<file path="src/rtl/mac_dot_sequencer_pkg.sv">
// Shared constants and state encoding for the MAC dot-product sequencer.
package mac_dot_sequencer_pkg;

  localparam int unsigned MacOpW        = 18;  // MAC operand width
  localparam int unsigned MacAccW       = 48;  // MAC accumulator width
  localparam int unsigned MacLatDefault = 3;   // default MAC latency

  typedef enum logic [1:0] {
    StIdle  = 2'd0,
    StClear = 2'd1,
    StFetch = 2'd2,
    StDrain = 2'd3
  } seq_state_e;

endpackage

</file>
<file path="src/rtl/mac_seq_addr_gen.sv">
// Address generator: latches both base addresses and the pair count, then
// steps the two read addresses once per cycle while fetching.
module mac_seq_addr_gen #(
  parameter int unsigned ADDR_W = 10
) (
  input  logic              CLK,
  input  logic              RESET,
  input  logic              load,      // latch bases and length
  input  logic [ADDR_W-1:0] x_base,
  input  logic [ADDR_W-1:0] w_base,
  input  logic [ADDR_W-1:0] length,
  input  logic              go,        // begin stepping next cycle
  output logic [ADDR_W-1:0] x_addr,
  output logic [ADDR_W-1:0] w_addr,
  output logic              zero_len,  // latched length is zero
  output logic              last,      // current address is the last pair
  output logic              rd_en
);

  logic [ADDR_W-1:0] x_addr_q;
  logic [ADDR_W-1:0] w_addr_q;
  logic [ADDR_W-1:0] remain_q;
  logic              active_q;

  // Address registers wrap naturally modulo 2^ADDR_W.
  always_ff @(posedge CLK) begin
    if (RESET) begin
      x_addr_q <= '0;
      w_addr_q <= '0;
      remain_q <= '0;
      active_q <= 1'b0;
    end else if (load) begin
      x_addr_q <= x_base;
      w_addr_q <= w_base;
      remain_q <= length;
      active_q <= 1'b0;
    end else if (go) begin
      active_q <= 1'b1;
    end else if (active_q) begin
      x_addr_q <= x_addr_q + ADDR_W'(1);
      w_addr_q <= w_addr_q + ADDR_W'(1);
      remain_q <= remain_q - ADDR_W'(1);
      if (last) active_q <= 1'b0;
    end
  end

  assign x_addr   = x_addr_q;
  assign w_addr   = w_addr_q;
  assign zero_len = (remain_q == '0);
  assign last     = active_q && (remain_q == ADDR_W'(1));
  assign rd_en    = active_q;

endmodule

</file>
<file path="src/rtl/mac_dot_sequencer.sv">
// Sequences the shared MAC through one dot product: clear, fetch LENGTH
// operand pairs, wait out the MAC pipeline, then return the accumulated sum.
// Optional build macro MAC_SEQ_RELU_EN clamps a negative result to zero.
module mac_dot_sequencer
  import mac_dot_sequencer_pkg::*;
#(
  parameter int unsigned ADDR_W  = 10,
  parameter int unsigned MAC_LAT = MacLatDefault
) (
  input  logic                      CLK,
  input  logic                      RESET,
  input  logic                      START,
  input  logic [ADDR_W-1:0]         LENGTH,
  input  logic [ADDR_W-1:0]         X_BASE,
  input  logic [ADDR_W-1:0]         W_BASE,
  output logic                      BUSY,
  output logic                      DONE,
  output logic [MacAccW-1:0]        RESULT,
  output logic [ADDR_W-1:0]         X_ADDR,
  output logic [ADDR_W-1:0]         W_ADDR,
  output logic                      RD_EN,
  input  logic signed [MacOpW-1:0]  X_DATA,
  input  logic signed [MacOpW-1:0]  W_DATA,
  output logic signed [MacOpW-1:0]  MAC_A,
  output logic signed [MacOpW-1:0]  MAC_B,
  output logic                      MAC_CLEAR,
  output logic                      MAC_START,
  input  logic signed [MacAccW-1:0] MAC_P
);

  // Drain spans MAC_LAT+2 cycles: read return, operand register, MAC latency.
  localparam int unsigned    CntW      = $clog2(MAC_LAT + 2);
  localparam logic [CntW-1:0] DrainLast = CntW'(MAC_LAT + 1);

  seq_state_e          state_q, state_d;
  logic [CntW-1:0]     cnt_q, cnt_d;
  logic [MacAccW-1:0]  result_q, result_d;
  logic                done_q, done_d;
  logic                load;
  logic                go;
  logic                zero_len;
  logic                last;
  logic                rd_en;
  logic                rd_vld_q;
  logic signed [MacOpW-1:0] mac_a_q, mac_b_q;
  logic                mac_start_q;

  mac_seq_addr_gen #(
    .ADDR_W (ADDR_W)
  ) u_addr_gen (
    .CLK      (CLK),
    .RESET    (RESET),
    .load     (load),
    .x_base   (X_BASE),
    .w_base   (W_BASE),
    .length   (LENGTH),
    .go       (go),
    .x_addr   (X_ADDR),
    .w_addr   (W_ADDR),
    .zero_len (zero_len),
    .last     (last),
    .rd_en    (rd_en)
  );

  assign go = (state_q == StClear) && !zero_len;

  // Control state, drain counter, result and done pulse registers.
  always_ff @(posedge CLK) begin
    if (RESET) begin
      state_q  <= StIdle;
      cnt_q    <= '0;
      result_q <= '0;
      done_q   <= 1'b0;
    end else begin
      state_q  <= state_d;
      cnt_q    <= cnt_d;
      result_q <= result_d;
      done_q   <= done_d;
    end
  end

  // Next-state decode; START is only looked at while idle.
  always_comb begin
    state_d  = state_q;
    cnt_d    = cnt_q;
    result_d = result_q;
    done_d   = 1'b0;
    load     = 1'b0;
    unique case (state_q)
      StIdle: begin
        if (START) begin
          load    = 1'b1;
          state_d = StClear;
        end
      end
      StClear: begin
        if (zero_len) begin
          state_d  = StIdle;
          done_d   = 1'b1;
          result_d = '0;
        end else begin
          state_d = StFetch;
        end
      end
      StFetch: begin
        cnt_d = '0;
        if (last) state_d = StDrain;
      end
      StDrain: begin
        if (cnt_q == DrainLast) begin
          state_d = StIdle;
          done_d  = 1'b1;
`ifdef MAC_SEQ_RELU_EN
          result_d = MAC_P[MacAccW-1] ? '0 : MAC_P;
`else
          result_d = MAC_P;
`endif
        end else begin
          cnt_d = cnt_q + CntW'(1);
        end
      end
      default: state_d = StIdle;
    endcase
  end

  // Issue pipeline: read data returned this cycle becomes the next MAC operand pair.
  always_ff @(posedge CLK) begin
    if (RESET) begin
      rd_vld_q    <= 1'b0;
      mac_a_q     <= '0;
      mac_b_q     <= '0;
      mac_start_q <= 1'b0;
    end else begin
      rd_vld_q <= rd_en;
      if (rd_vld_q) begin
        mac_a_q     <= X_DATA;
        mac_b_q     <= W_DATA;
        mac_start_q <= ~mac_start_q;
      end
    end
  end

  assign BUSY      = (state_q != StIdle);
  assign DONE      = done_q;
  assign RESULT    = result_q;
  assign RD_EN     = rd_en;
  assign MAC_A     = mac_a_q;
  assign MAC_B     = mac_b_q;
  assign MAC_CLEAR = (state_q == StClear);
  assign MAC_START = mac_start_q;

endmodule

</file>
<file path="config.mk">
export PLATFORM = sky130hd
export DESIGN_NAME = mac_dot_sequencer
export DESIGN_NICKNAME = d
export VERILOG_FILES = /design/src/rtl/mac_dot_sequencer_pkg.sv /design/src/rtl/mac_seq_addr_gen.sv /design/src/rtl/mac_dot_sequencer.sv
export SDC_FILE = /design/constraint.sdc
export NUM_CORES = 1
export LEC_CHECK = 0
export ABC_AREA = 1
export BUFFER_PORTS_ARGS = -buffer_cell sky130_fd_sc_hd__buf_4
export CAP_MARGIN = 20
export CORE_UTILIZATION = 49
export DETAILED_ROUTE_END_ITERATION = 12
export GPL_TIMING_DRIVEN = 0
export PLACE_DENSITY = 0.81
export SLEW_MARGIN = 20
export SYNTH_ARGS = -nofsm -noshare
export SYNTH_HDL_FRONTEND = slang
export SYNTH_HIERARCHICAL = 1
export SYNTH_SLANG_ARGS = --single-unit
export TNS_END_PERCENT = 50
</file>
<file path="constraint.sdc">
create_clock -name CLK -period 2.4 [get_ports CLK]
set_input_delay 0.36 -clock CLK [delete_from_list [all_inputs] [get_ports CLK]]
set_output_delay 0.36 -clock CLK [all_outputs]
set_load 0.02 [all_outputs]
</file>
-- Word level (Yosys, flattened, before mapping)
Cells that the tools add are included.
- multipliers: 0
- magnitude comparators: 0
- shift operators: 0
- equality and inequality tests: 11
- multiplexer cells: 27
- reduce and logical (&&, ||, !) cells: 14
- add/subtract/negate cells: 4
- divide/modulo/power cells: 0
- bitwise logic cells: 1
- operators with widths (kind ; number):
    2-to-1 mux 48 bit ; 2
    case mux 48 bit (2 select lines) ; 1
    2-to-1 mux 10 bit ; 9
    adder 10 x 1 -> 10 bit, second input constant ; 2
    equality test 10 x 1 -> 1 bit, second input constant ; 1
    zero test 10 bit ; 1
    != test 2 bit, second input constant ; 5
    subtractor 10 x 1 -> 10 bit, second input constant ; 1
    2-to-1 mux 2 bit ; 4
    case mux 2 bit (4 select lines) ; 1
    nonzero test 2 bit ; 4
    2-to-1 mux 1 bit ; 7
    case mux 3 bit (2 select lines) ; 1
    AND reduction 3 bit ; 2
    equality test 2 bit, second input constant ; 2
    AND reduction 2 bit ; 2
    adder 3 x 1 -> 3 bit, second input constant ; 1
    equality test 3 bit, second input constant ; 1
    2-to-1 mux 3 bit ; 1
    equality test 2 x 1 -> 1 bit, second input constant ; 1
    logical AND 1 bit ; 2
    zero test 2 bit ; 1
    != test 2 x 1 -> 1 bit, second input constant ; 1
    case mux 1 bit (2 select lines) ; 1
    other kinds (3) ; 3
- latch bits: 0
- bits in writable memories: 0
- output and inout port bits: 109
- flip-flop bits (word level): 123
- logic and storage cells: 69
- memories kept: 0
- ROM bits: 0

-- Depth between registers and ports, before layout
- word-level depth: 5
- depth in mapped cells: 18

-- By module
The synthesis kept the hierarchy.
- modules (own cells, without submodules) (module ; area an instance (um^2) ; instances ; cells an instance ; seq. area each (um^2)):
    mac_dot_sequencer ; 3734.8 ; 1 ; 526 ; 1841.8
    mac_seq_addr_gen ; 1881.8 ; 1 ; 294 ; 620.6

-- Worst setup path before layout
OpenSTA, ideal clock, no wires.
- path type: register to register
- start: register u_addr_gen.remain_q[0]
- end: register u_addr_gen.remain_q[3]
- cell stages (with the launch flop): 19
- library setup time: 129 ps
- setup slack: 421 ps
- required time: 2271 ps
- data arrival time: 1850 ps
- cells stage by stage: dfxtp_1 > inv_1 > ha_1 > nand3_1 > nor2_1 > nand2_1 > nor2_1 > inv_1 > nand2_1 > inv_1 > inv_1 > nand2_4 > inv_4 > nor2_8 > inv_2 > buf_6 > o21ai_1 > a21oi_1 > nor2_1
- cells in the longest elaborated chain, start to end: 5
- ends and longest elaborated chain (element ; RTL line ; text):
    from (decl) ; mac_seq_addr_gen.sv:22 ; logic [ADDR_W-1:0] remain_q;
    from (signal assigned) ; mac_seq_addr_gen.sv:35 ; remain_q <= length;
    from (signal assigned) ; mac_seq_addr_gen.sv:42 ; remain_q <= remain_q - ADDR_W'(1);
    zero test 10 bit ; mac_seq_addr_gen.sv:49 ; assign zero_len = (remain_q == '0);
    via zero_len ; mac_dot_sequencer.sv:41 ; logic zero_len;
    zero test 1 bit ; mac_dot_sequencer.sv:65 ; assign go = (state_q == StClear) && !zero_len;
    logical AND 1 bit ; mac_dot_sequencer.sv:65 ;
    via go ; mac_dot_sequencer.sv:40 ; logic go;
    != test 2 bit (no line) ; -- ;
    AND reduction 2 bit (no line) ; -- ;
The timed path passes the listed nets, and every way through them passes these cells. The select of a mux whose other input is x is not followed.
A chain may end at the register's enable or synchronous reset.

-- Worst setup path in the final report
- start: register u_addr_gen.remain_q[0]
- end: register u_addr_gen.remain_q[8]
Same word-level chain as after synthesis.

==> results.toml <==
[hold_path]
hold_path_class = "in -> reg"

[timing]
fin_crit_sh = 0.9479
max_freq_mhz = 439.6
finClkSkew_ns = 0.009117
setup-violations-final = 0
relSlewSlack = 0.6018
drv_slew = 0
worst_pin_slew_ns = 0.5973
fin_crit_ns = 2.275
worst_slack_ns = 0.1251
hold_viol = 0

[critical_path]
path_max_fanout = 10
path_delay_family = "simple AND/OR/NAND/NOR gates"
cpPeakStageDelay_ns = 0.34
crit_slowest_cell = "dfxtp_1"
cp.arrival_ns = 2.54
critPathRequiredTime_ns = 2.67
crit_buf_inv = 7
worstSetupPathType = "reg -> reg"
end_kind = "flop"
path_cells = "inv_2 -> ha_2 -> nand3_1 -> nor2_1 -> nand2_1 -> nor2_2 -> inv_1 -> nand2_1 -> inv_1 -> inv_2 -> nand2_4 -> inv_8 -> nor2_8 -> inv_6 -> buf_6 -> o21ai_1 -> a21oi_1 -> nor2_1"
start_kind = "flop"

[die]
die_w_um = 109.1
coreArea_um2 = 10980
io_pins = 226
rows = 38
die_area_um2 = 11900
dieHeight_um = 109.1
start_util = 0.5114

[route]
drc_errors = 0
viasPerCell = 5.021
drt-total-wl_um = 16750
drt-initial-drc-count = 514
vias = 6136
routedWlPerCell_um = 13.71
ant_nets = 0
firstDrtPassIters = 5

[logic_synthesis]
synth_edf_count = 0
syn_area_um2 = 5617
yosys.area.top_type_share = 0.4384
syn-num-nets = 943
yosys_warnings = 6
synth.largest_area_cell = "dfxtp_1"
synthTopCellsByArea = "dfxtp_1 44%, nor2_1 10%, nand2_1 9.4%"
synth.most_common_cell = "nor2_1"
ys.flop_type = "dfxtp_1"
yosysSeqAreaShare = 0.4384
netlist_instances = 820
ys_top_cells_by_count = "156 x nor2_1, 140 x nand2_1, 123 x dfxtp_1, 93 x inv_1, 79 x nand3_1"
synthArstFlopShare = 0
synth_area_per_cell_um2 = 6.850
ys_types = 32
ys_ff_latch = 123

[clock_tree]
cts.sinks = 123
hold_buffers = 0
cts_tree = "done"
cts_max_level = 4
clockRootBuffer = "clkbuf_16"
clk_latency_ns = 0.41
cts_inserted_buffers = 17
clk_pin_slew_ns = 0.06
clockBufferDepth = 2

[run]
cap_violations = 0

[place]
place_area_um2 = 7481
dp_hpwl_um = 11860
pre_cts_ws_ns = -0.02919
place_congestion = 0.8510
port_buffers = 225
place_inst = 1185

[grt]
gr-usage-all-layers = 0.2734
grt_pass1_wl_um = 25740
grt_max_degree = 17
antenna_found_initial = 0
grt-ovfl-total = 0
grt_pass1_vias = 5597

[power_and_ir_drop]
max-vdd-ir-drop_mv = 0.7481
p_per_area_nw_per_um2 = 966.2
p_leak_nw = 3.927

[cells_and_area]
drive_above_1_share = 0.2782
fin_area_um2 = 8098
diodes = 0
post-route-util = 0.7373
syn2layout_area_growth_pct = 44.17
final_cells = 1222
nets = 1192
fill_cells = 951

[outcome]
status = "finished, final reports clean"
-- flip-flops by register name, summed over array words and instances, names as in the netlist, named ones only --
name,count
MAC_START,1
rd_vld_q,1
cnt_q,3
u_addr_gen/x_addr,10
u_addr_gen/remain_q,10
MAC_B,18
DONE,1
RESULT,48
MAC_A,18
state_q,1
u_addr_gen/w_addr,10
u_addr_gen/rd_en,1
-- final timing paths --
check / start / slack (ns) / endpoint / cells past startpoint
worst max register to register: u_addr_gen/remain_q[0] / 0.13 / u_addr_gen/remain_q[8] / 18
worst max-delay path: u_addr_gen/remain_q[0] / 0.13 / u_addr_gen/remain_q[8] / 18
worst min register to register: RESULT[1] / 0.46 / RESULT[1] / 2
worst min-delay path: W_DATA[5] / 0.17 / MAC_B[5] / 3
-- final cells by class --
cell class,count,area [um2],share of cell area
buffer,46,237.7,0.02936
tap,140,175.2,0.02163
sequential,123,2462,0.3041
timing repair buffer,230,1739,0.2148
clock buffer,19,442.9,0.05470
multi-input combinational,552,2547,0.3146
clock inverter,13,108.9,0.01344
inverter,99,384.1,0.04744
-- report_power, final --
part	switching, mW	total [mW]	internal, mW
clock	1.00	2.37	1.37
sequential	0.278	2.63	2.35
combinational	1.74	2.82	1.08
-- cell usage in the layout, fill, tap and decap left out, types with 2 or more instances in the layout --
| master | instances |
|---|---|
| nor2_1 | 155 |
| inv_6 | 6 |
| inv_1 | 91 |
| xnor2_1 | 5 |
| buf_2 | 9 |
| clkbuf_16 | 17 |
| ha_1 | 5 |
| a31oi_1 | 10 |
| inv_8 | 2 |
| nand4_1 | 5 |
| nand2_1 | 140 |
| xor2_1 | 5 |
| clkbuf_2 | 4 |
| o21ai_1 | 44 |
| nand2_2 | 2 |
| buf_6 | 6 |
| inv_2 | 5 |
| buf_4 | 230 |
| nor2_2 | 3 |
| clkinvlp_4 | 6 |
| nand3_1 | 79 |
| clkbuf_1 | 26 |
| dfxtp_1 | 123 |
| o21ai_0 | 66 |
| a21oi_1 | 24 |
-- cells by family after synthesis --
family                     count (synthesis)  synth area share
DFF                                      123            0.4384
AOI/OAI and AO/OA                        146            0.1337
and+or+nand+nor                          390            0.2900
adders and majority gates                  6           0.01337
buffers and inverters                    145            0.1089
xor gates and xnor gates                  10           0.01559
-- routing by layer --
metal  GRT usage  part of all wire  up-vias  wire length, um
li1            -                 -     3098                -
met1      0.3368              0.43     2778             7254
met2      0.4681              0.47      239             7939
met3     0.06814             0.080       21             1332
met4     0.08108             0.013        0              224
met5           0                 0        -                0
-- through the flow --
stage | hold WS, ns | power [mW] | TNS, ns
after global placement | 0.4464 | 5.284 | 0
after global routing | 0.1593 | 8.232 | -0.001658
after floorplan | 0.4291 | 4.333 | 0
after CTS | 0.1591 | 7.721 | 0
after detailed placement | 0.4509 | 5.326 | -0.04088
final | 0.1691 | 7.824 | 0
-- what timing repair did --
item / in CTS / in global routing
setup endpoints to repair: 2 / 17
hold endpoints to repair: 0 / 0
resized for setup: 3 / 6
buffers inserted: 0 / 5
pin swaps: 0 / 2
-- tightest hold or removal path, stage by stage --
cell and delay [ns]:
buf_4 0.08, nor2_1 0.03, nor2_1 0.08
(Power assumes the default switching activity.)
